`src/rtl/cache_ctrl_pkg.sv`:
```
// Shared types and defaults for the direct-mapped write-through cache controller.
package cache_ctrl_pkg;

    localparam int LINES_LOG2_DEF = 4;
    localparam int ADDR_WIDTH_DEF = 32;
    localparam int DATA_W         = 32;

    typedef enum logic [1:0] {
        S_IDLE    = 2'd0,
        S_RD_MISS = 2'd1,
        S_WR_THRU = 2'd2,
        S_DONE    = 2'd3
    } state_e;

endpackage

```
`src/rtl/cache_ctrl_line_store.sv`:
```
// Line storage: valid/tag/data arrays, asynchronous lookup port and one synchronous write port.
module cache_ctrl_line_store
    import cache_ctrl_pkg::*;
#(
    parameter int LINES_LOG2 = LINES_LOG2_DEF,
    parameter int TAG_W      = ADDR_WIDTH_DEF - LINES_LOG2_DEF - 2
) (
    input  logic                  clk,
    input  logic                  rst,
    input  logic [LINES_LOG2-1:0] rd_idx,
    output logic                  rd_valid,
    output logic [TAG_W-1:0]      rd_tag,
    output logic [DATA_W-1:0]     rd_data,
    input  logic                  we,
    input  logic [LINES_LOG2-1:0] wr_idx,
    input  logic [TAG_W-1:0]      wr_tag,
    input  logic [DATA_W-1:0]     wr_data,
    input  logic                  set_valid
);

    localparam int LINES = 1 << LINES_LOG2;

    logic [LINES-1:0]  valid_q;
    logic [TAG_W-1:0]  tag_mem  [LINES];
    logic [DATA_W-1:0] data_mem [LINES];

    // Only the valid bits are reset; tag/data contents are meaningless until filled.
    for (genvar gi = 0; gi < LINES; gi++) begin : g_valid
        always_ff @(posedge clk) begin
            if (rst) begin
                valid_q[gi] <= 1'b0;
            end else if (we && set_valid && (wr_idx == LINES_LOG2'(gi))) begin
                valid_q[gi] <= 1'b1;
            end
        end
    end

    always_ff @(posedge clk) begin
        if (we) begin
            tag_mem[wr_idx]  <= wr_tag;
            data_mem[wr_idx] <= wr_data;
        end
    end

    assign rd_valid = valid_q[rd_idx];
    assign rd_tag   = tag_mem[rd_idx];
    assign rd_data  = data_mem[rd_idx];

endmodule

```
`src/rtl/cache_ctrl.sv`:
```
// Direct-mapped, one-word-line, write-through/no-allocate cache between CPU and a slow word RAM.
module cache_ctrl
    import cache_ctrl_pkg::*;
#(
    parameter int LINES_LOG2 = LINES_LOG2_DEF,
    parameter int ADDR_WIDTH = ADDR_WIDTH_DEF
) (
    input  logic                  clk,
    input  logic                  rst,
    input  logic                  cpu_req,
    input  logic                  cpu_we,
    input  logic [ADDR_WIDTH-1:0] cpu_addr,
    input  logic [DATA_W-1:0]     cpu_din,
    output logic [DATA_W-1:0]     cpu_dout,
    output logic                  cpu_stall,
    output logic                  mem_cs,
    output logic                  mem_we,
    output logic [ADDR_WIDTH-1:0] mem_addr,
    output logic [DATA_W-1:0]     mem_din,
    input  logic [DATA_W-1:0]     mem_dout,
    input  logic                  mem_ack
);

    localparam int TAG_W = ADDR_WIDTH - LINES_LOG2 - 2;

    state_e                  state_q;
    logic                    mem_cs_q;
    logic                    mem_we_q;
    logic [ADDR_WIDTH-1:0]   mem_addr_q;
    logic [DATA_W-1:0]       mem_din_q;
    logic [DATA_W-1:0]       rdata_q;

    logic [ADDR_WIDTH-3:0]   look_word;
    logic [LINES_LOG2-1:0]   look_idx;
    logic [TAG_W-1:0]        look_tag;
    logic                    line_valid;
    logic [TAG_W-1:0]        line_tag;
    logic [DATA_W-1:0]       line_data;
    logic                    hit;
    logic                    is_idle;
    logic                    fill_we;
    logic [DATA_W-1:0]       fill_data;
    logic                    unused_addr_bits;

    assign unused_addr_bits = ^cpu_addr[1:0];

    // While a RAM transaction is open the latched address drives the lookup.
    assign is_idle   = (state_q == S_IDLE);
    assign look_word = is_idle ? cpu_addr[ADDR_WIDTH-1:2] : mem_addr_q[ADDR_WIDTH-1:2];
    assign look_idx  = look_word[LINES_LOG2-1:0];
    assign look_tag  = look_word[ADDR_WIDTH-3:LINES_LOG2];
    assign hit       = line_valid && (line_tag == look_tag);

    assign fill_we   = !rst && mem_ack &&
                       ((state_q == S_RD_MISS) || ((state_q == S_WR_THRU) && hit));
    assign fill_data = (state_q == S_RD_MISS) ? mem_dout : mem_din_q;

    cache_ctrl_line_store #(
        .LINES_LOG2 (LINES_LOG2),
        .TAG_W      (TAG_W)
    ) u_store (
        .clk       (clk),
        .rst       (rst),
        .rd_idx    (look_idx),
        .rd_valid  (line_valid),
        .rd_tag    (line_tag),
        .rd_data   (line_data),
        .we        (fill_we),
        .wr_idx    (look_idx),
        .wr_tag    (look_tag),
        .wr_data   (fill_data),
        .set_valid (state_q == S_RD_MISS)
    );

    always_ff @(posedge clk) begin
        if (rst) begin
            state_q    <= S_IDLE;
            mem_cs_q   <= 1'b0;
            mem_we_q   <= 1'b0;
            mem_addr_q <= '0;
            mem_din_q  <= '0;
            rdata_q    <= '0;
        end else begin
            case (state_q)
                S_IDLE: begin
                    if (cpu_req && (cpu_we || !hit)) begin
                        mem_cs_q   <= 1'b1;
                        mem_we_q   <= cpu_we;
                        mem_addr_q <= {cpu_addr[ADDR_WIDTH-1:2], 2'b00};
                        if (cpu_we) begin
                            mem_din_q <= cpu_din;
                        end
                        state_q    <= cpu_we ? S_WR_THRU : S_RD_MISS;
                    end
                end
                S_RD_MISS, S_WR_THRU: begin
                    if (mem_ack) begin
                        mem_cs_q <= 1'b0;
                        mem_we_q <= 1'b0;
                        if (state_q == S_RD_MISS) begin
                            rdata_q <= mem_dout;
                        end
                        state_q  <= S_DONE;
                    end
                end
                default: begin
                    state_q <= S_IDLE;
                end
            endcase
        end
    end

    assign cpu_stall = !rst && cpu_req && !(is_idle && !cpu_we && hit) && (state_q != S_DONE);
    assign cpu_dout  = (is_idle && hit)      ? line_data :
                       (state_q == S_DONE)   ? rdata_q   : '0;

    assign mem_cs   = mem_cs_q;
    assign mem_we   = mem_we_q;
    assign mem_addr = mem_addr_q;
    assign mem_din  = mem_din_q;

endmodule

```
`config.mk`:
```
export PLATFORM = sky130hd
export DESIGN_NAME = cache_ctrl
export DESIGN_NICKNAME = d
export VERILOG_FILES = /design/src/rtl/cache_ctrl_pkg.sv /design/src/rtl/cache_ctrl_line_store.sv /design/src/rtl/cache_ctrl.sv
export SDC_FILE = /design/constraint.sdc
export NUM_CORES = 1
export LEC_CHECK = 0
export CAP_MARGIN = 10
export CORE_ASPECT_RATIO = 1.75
export CORE_MARGIN = 3
export CORE_UTILIZATION = 37
export DETAILED_ROUTE_END_ITERATION = 10
export PLACE_DENSITY = 0.53
export SLEW_MARGIN = 20
export SYNTH_ARGS = -nofsm -noshare
export SYNTH_HDL_FRONTEND = slang
export SYNTH_HIERARCHICAL = 1
export SYNTH_SLANG_ARGS = --single-unit
```
`constraint.sdc`:
```
create_clock -name clk -period 13.7 [get_ports clk]
set_input_delay 1.37 -clock clk [delete_from_list [all_inputs] [get_ports clk]]
set_output_delay 1.37 -clock clk [all_outputs]
set_load 0.1 [all_outputs]
```
# --- After elaboration in Yosys (flattened, before gate mapping) ---
# Memory sizes are Yosys's and may differ from the RTL's.
# Cells that the tools add are included.
totals:
  ramBits: 928
  output_inout_bits: 99
  reg_bits: 114
  memories: 2
  input_bits: 101
op_classes:
  n_eq_ne: 22
  magnitude_cmp: 1
  n_reduce_logical: 43
  muxes: 17
memory_table:
  columns: ["memory", "words", "width", "rd", "rd_ports_with_merged_regs", "wr", "line", "source"]
  rows:
  - ["u_store.data_mem", 16, 32, 1, 0, 1, "cache_ctrl_line_store.sv:25", "logic [DATA_W-1:0] data_mem [LINES];"]
  - ["u_store.tag_mem", 16, 26, 1, 0, 1, "cache_ctrl_line_store.sv:24", "logic [TAG_W-1:0] tag_mem [LINES];"]
op_table:
  columns: ["op", "count"]
  rows:
  - ["two-way mux 32 bit", 3]
  - ["equality test 4 bit, second input constant", 8]
  - ["two-way mux 30 bit", 1]
  - ["logical AND 1 bit", 28]
  - ["equality test 26 bit", 1]
  - ["equality test 4 x 3 -> 1 bit, second input constant", 4]
  - ["AND reduction 3 bit", 3]
  - ["equality test 4 x 2 -> 1 bit, second input constant", 2]
  - ["two-way mux 1 bit", 6]
  - ["two-way mux 2 bit", 3]
  - ["less-than comparator 4 x 5 -> 1 bit, second input constant", 1]
  - ["binary-select mux 1 bit (select 4 bit)", 1]
  - ["equality test 2 bit, second input constant", 2]
  - ["equality test 4 x 1 -> 1 bit, second input constant", 1]
  - ["zero test 1 bit", 4]
  - ["zero test 4 bit", 1]
  - ["!= test 2 bit, second input constant", 2]
  - ["one-hot mux 1 bit (2 select lines)", 2]
  - ["one-hot mux 2 bit (2 select lines)", 1]
  - ["AND reduction 2 bit", 2]
  - ["equality test 2 x 1 -> 1 bit, second input constant", 1]
  - ["zero test 2 bit", 1]
  - ["logical OR 1 bit", 2]
  - ["!= test 2 x 1 -> 1 bit, second input constant", 1]
  - ["other kinds (2)", 2]

# --- Logic depth before layout (Yosys ltp) ---
depth:
  depth_word: 10
  mapped_depth: 21
  mapped_depth_nobuf: 15

# --- Modules after synthesis ---
# Netlist, hierarchy kept.
modules_own_cells:
  columns: ["mod", "area_per_inst_um2", "instances", "cells_each", "seq_area_each_um2"]
  rows:
  - ["cache_ctrl_line_store", 35328.9, 1, 1506, 28187.0]
  - ["cache_ctrl", 5335.1, 1, 646, 1961.9]

# --- Worst setup path before layout ---
# No wires, ideal clock.
synth_path:
  path_kind: "input to register"
  start: "input cpu_addr[2]"
  end: "memory u_store.data_mem[0][0], enable pin"
  cell_stages: 14
  path_buffers: 2
  setup_ns: 0.545
  path_slack_ns: 4.641
  required_ns: 13.155
  arrival_time_ns: 8.514
  cell_sequence: "mux2_2 buf_2 buf_2 mux4_2 a22oi_1 nand2_1 xor2_1 nor4b_1 nand4_1 nor2_1 a21oi_1 nor3b_1 or3b_2 nor3_1"
synth_via:
  elab_chain_cells: 9
  elab_cells_between_ends: 11
  classes_between: "1 x eq/ne; 5 x mux; 4 x reduce/logical; 1 x memory"
synth_rtl:
  columns: ["item", "line", "source"]
  rows:
  - ["start: declaration", "cache_ctrl.sv:12", "input logic [ADDR_WIDTH-1:0] cpu_addr,"]
  - ["two-way mux 30 bit", "cache_ctrl.sv:49", "assign look_word = is_idle ? cpu_addr[ADDR_WIDTH-1:2] : mem_addr_q[ADDR_WIDTH-1:2];"]
  - ["memory read (16 x 26 bit)", null, null]
  - ["via line_tag[8]", "cache_ctrl.sv:37", "logic [TAG_W-1:0] line_tag;"]
  - ["equality test 26 bit", "cache_ctrl.sv:52", "assign hit = line_valid && (line_tag == look_tag);"]
  - ["logical AND 1 bit", "cache_ctrl.sv:52", null]
  - ["logical AND 1 bit", "cache_ctrl.sv:55", "((state_q == S_RD_MISS) || ((state_q == S_WR_THRU) && hit));"]
  - ["logical OR 1 bit", "cache_ctrl.sv:55", null]
  - ["logical AND 1 bit", "cache_ctrl.sv:54", "assign fill_we = !rst && mem_ack &&"]
  - ["via fill_we", "cache_ctrl.sv:41", "logic fill_we;"]
  - ["two-way mux 1 bit", "cache_ctrl_line_store.sv:39", "if (we) begin"]
  - ["two-way mux 1 bit (not written as such)", "cache_ctrl_line_store.sv:41", "data_mem[wr_idx] <= wr_data;"]
  - ["end: declaration", "cache_ctrl_line_store.sv:25", null]
# The timed path passes the listed nets, and every way through them passes these cells. The select of a mux whose other input is x is not followed.

# --- Final worst setup path ---
layout_path:
  start: "register state_q[1]"
  end: "output cpu_dout[23]"
layout_via:
  elab_chain_cells: 7
  elab_cells_between_ends: 12
  classes_between: "2 x eq/ne; 5 x mux; 3 x reduce/logical; 2 x memory"
layout_rtl:
  columns: ["item", "line", "source"]
  rows:
  - ["start: declaration", "cache_ctrl.sv:26", "state_e state_q;"]
  - ["start signal: assignment", "cache_ctrl.sv:93", "state_q <= cpu_we ? S_WR_THRU : S_RD_MISS;"]
  - ["zero test 2 bit", "cache_ctrl.sv:48", "assign is_idle = (state_q == S_IDLE);"]
  - ["two-way mux 30 bit", "cache_ctrl.sv:49", null]
  - ["via look_word[0]", "cache_ctrl.sv:33", "logic [ADDR_WIDTH-3:0] look_word;"]
  - ["memory read (16 x 26 bit)", null, null]
  - ["via line_tag[22]", "cache_ctrl.sv:37", null]
  - ["equality test 26 bit", "cache_ctrl.sv:52", null]
  - ["logical AND 1 bit", "cache_ctrl.sv:52", null]
  - ["logical AND 1 bit", "cache_ctrl.sv:114", "assign cpu_dout = (is_idle && hit) ? line_data :"]
  - ["two-way mux 32 bit", "cache_ctrl.sv:114", null]
  - ["end: declaration", "cache_ctrl.sv:14", "output logic [DATA_W-1:0] cpu_dout,"]
# The timed path passes the listed nets, and every way through them passes these cells. The select of a mux whose other input is x is not followed.

==> flow_summary.toml <==
[status]
status = "finished clean"

[timing]
layout_worst_path_cycle_share_pct = 66.9
rsz0062_at_grt = "false"
setup_tns_ps = 0
timing.slew.headroom_pct = 23.2
fin_crit_ps = 9160
setup_viol_count_final = 0
worst_hold_slack_ps = 454
final_max_slew_viol_count = 0
clock_skews_ps = 21.8
worst_slew_pin_slew_ps = 1150
max_clock_freq_ghz = 0.109
finalHoldViolCount = 0

[cts]
insertion_delay_of_the_later_clocked_pin_in_the_worst_skew_pair_ps = 680
post_cts_buffers = 0
clk_sinks = 1042
cts_max_path_buffers = 3
cts.hold.buffers_added = 0
cts-htree-levels = 3
clock-root-buffer = "sky130_fd_sc_hd__clkbuf_16"
cts_repair_resize_count = 0
clkTransAtPathRegs_ps = 60
cts-buffers-inserted = 99
cts_tree = "built"

[synthesis]
synth-seq-area-share_pct = 74.1
synth_largest_type_area_fraction_pct = 68.5
synth-warning-count = 6
synth_cell_types = 45
synth.avg_cell_area_sq_um = 18.9
synth_async_sr_flop_share_pct = 0
ys_top_cells_by_area = "sky130_fd_sc_hd__edfxtp_1 69%, sky130_fd_sc_hd__mux4_2 13%, sky130_fd_sc_hd__dfxtp_1 5.6%, sky130_fd_sc_hd__a22oi_1 2.2%, sky130_fd_sc_hd__nand2_1 2.1%"
synth.largest_area_cell = "sky130_fd_sc_hd__edfxtp_1"
postSynthCellCount = 2152
ys_seq_elements = 1042
synth_flop_cell = "sky130_fd_sc_hd__edfxtp_1"
mapped_area_sq_um = 40700
number_of_enable_type_register_cells_in_the_synthesized_netlist = 928

[final_layout]
final_net_count = 2476
areaGrowthSynthToFinish_pct = 17.0
top_library_cells_by_usage_in_the_layout_fill_and_taps_aside = "928 x sky130_fd_sc_hd__edfxtp_1, 236 x sky130_fd_sc_hd__mux4_2, 225 x sky130_fd_sc_hd__nand2_1"
drive_gt1_share_pct = 21.0
layout_commonest_cell = "sky130_fd_sc_hd__edfxtp_1"

[floorplan]
die_x_microns = 257
die-height_microns = 445
die_area_sq_um = 114000
count_of_standard_cell_rows = 160
starting_density_of_the_core_pct = 37.3
ios = 200
core_area_sq_um = 109000

[grt]
grt_pass1_wl_microns = 152000
met2_usage_pct = 32.6
groute.layer.met1.usage_pct = 23.0
grt-busiest-layer = "met2"
antenna_violations_before_repair = 3
largest_net_degree_at_the_start_of_global_routing = 128
globalRoute.totalOverflow = 0
grt_usage_pct = 18.1
via_count_of_the_first_global_routing_pass = 22446
use_met3_pct = 2.33

[power_and_ir_drop]
swShare_pct = 32.7
power_frac_clock_pct = 27.8
p_comb_share_pct = 31.5
share_seq_of_total_power_pct = 40.8
p_per_area_nw_per_um2 = 200
irDropWorstVdd_mv = 0.301
cellInternalPower_w = 0.00642
switching_power_w = 0.00312
power.static_leakage_nw = 15.2

[worst_setup_path]
critical_path.max_stage_delay_ps = 1240
r2r-start = "state_q[1]$_SDFFE_PP0P_"
worst-endpoint-required_ps = 12330
critical_path.most_common_cell = "sky130_fd_sc_hd__buf_4"
slowest_cp_cell = "sky130_fd_sc_hd__clkdlybuf4s50_1"
worst_setup_path_start_kind = "flop"
criticalPathCategory = "flop to output pin"
critPathCaptureType = "output pin"
start_point_of_the_critical_path = "state_q[1]$_SDFFE_PP0P_"
worst-path-max-fanout = 65
worstPathCellList = "inv_1 > ha_2 > buf_4 > mux2_8 > buf_12 > buf_16 > mux4_2 > a22oi_1 > nand2_1 > xor2_1 > nor4_1 > nand4_1 > nor2_1 > and2_2 > buf_4 > mux2i_1 > clkdlybuf4s50_1"
crit_arrival_ps = 7790

[detailed_routing]
vias = 20845
routedWlPerCell_microns = 26.3
drc = 0
initialDrtViolationCount = 1519
postRouteWirelength_microns = 103000
first_pass_iters = 5
via_density_per_instance = 5.32
final_antenna_net_count = 0

[placed_design]
finalWeightedCongestion = 0.746
placement.io_buffers = 195
detailedPlacementHpwl_microns = 56200

[worst_hold_path]
hold_path_startpoint = "rdata_q[15]$_SDFFE_PP0P_"
min-delay-path-class = "flop to flop"

[job]
maxCapViolCount = 0
-- cells by family after synthesis --
group                      count (synthesis)  synth area share, %
and+or+nand+nor                          337                 3.46
DFF                                     1042                 74.1
buffers and inverters                    169                 1.88
xor gates and xnor gates                  26                0.560
other                                      1              0.00922
muxes                                    361                 16.4
AOI/OAI and AO/OA                        211                 3.42
adders and majority gates                  5                0.154
-- worst max-delay path, delay by kind of cell (launching register included) --
family,cells,cell delay [ps]
AO/OA/AOI/OAI,1,260
XOR/XNOR,1,250
adder cells (fa/ha/maj),1,170
buffers and inverters,6,3260
AND/OR/NAND/NOR,5,880
multiplexers,3,1720
flip-flops,1,340
-- sequential cells by signal, indices dropped and copies added, names as in the netlist --
name / flops
state_q: 2
mem_addr: 30
rdata_q: 32
mem_cs: 1
u_store/tag_mem: 416
u_store/valid_q: 16
mem_din: 32
mem_we: 1
u_store/data_mem: 512
-- stage by stage --
step | utilization (%) | setup slack [ps] | power, W | cells | cell area [sq um]
after global placement | 40.8 | 4460 | 0.00697 | 3724 | 44400
final | 43.7 | 4540 | 0.00954 | 3917 | 47600
after detailed placement | 40.8 | 4490 | 0.00703 | 3724 | 44400
after floorplan | - | 4640 | 0.00609 | 2153 | 40700
after global routing | 43.7 | 3850 | 0.0100 | 3915 | 47600
after CTS | 43.6 | 4310 | 0.00969 | 3912 | 47500
-- area by class of cell --
class                           count  area, sq um
Fill cell                        9579        61300
Clock inverter                     60          459
Sequential cell                  1042        30100
Timing Repair Buffer              246         2420
Inverter                           39          146
Multi-Input combinational cell    942         9930
Tap cell                         1458         1820
Clock buffer                      128         2660
Antenna cell                        2         5.00
-- metal layers --
layer	vias to the layer above	wire length, microns
met5	-	0
met4	0	1700
met3	106	4880
met2	592	54300
met1	11123	42000
li1	9024	-
-- power by group through the flow --
| stage | combinational, W | sequential, W | clock [W] |
|---|---|---|---|
| 2_1_floorplan | 0.00194 | 0.00415 | 0 |
| 3_3_place_gp | 0.00301 | 0.00396 | 0 |
| 3_5_place_dp | 0.00307 | 0.00396 | 0 |
| 4_1_cts | 0.00307 | 0.00389 | 0.00273 |
| 5_1_grt | 0.00325 | 0.00390 | 0.00285 |
| 6_report | 0.00300 | 0.00389 | 0.00265 |
-- worst paths after layout --
| check | endpoint | slack [ps] | depth (start not counted) |
|---|---|---|---|
| min reg2reg | rdata_q[15]$_SDFFE_PP0P_ | 450 | 2 |
| max | cpu_dout[23] | 4540 | 17 |
| max reg2reg | u_store/tag_mem[3][24]$_DFFE_PP_ | 5580 | 18 |
| min | rdata_q[15]$_SDFFE_PP0P_ | 450 | 2 |
-- cells in the mapped netlist, drive strengths merged (2+ instances only) --
cell type	instances
dfxtp	114
nor2	65
edfxtp	928
a31oi	4
mux4	236
ha	5
and4b	2
a211o	2
nor4b	3
and3	2
and2	3
nand3b	2
o41ai	2
buf	51
nand2	225
xnor2	4
clkbuf	79
a22oi	118
nor2b	6
mux2	59
nor4	8
xor2	22
mux2i	66
nand4	3
nand2b	2
nand3	3
a21oi	82
inv	39
nor3	6
Note: power is estimated with default switching activity, not from simulation.
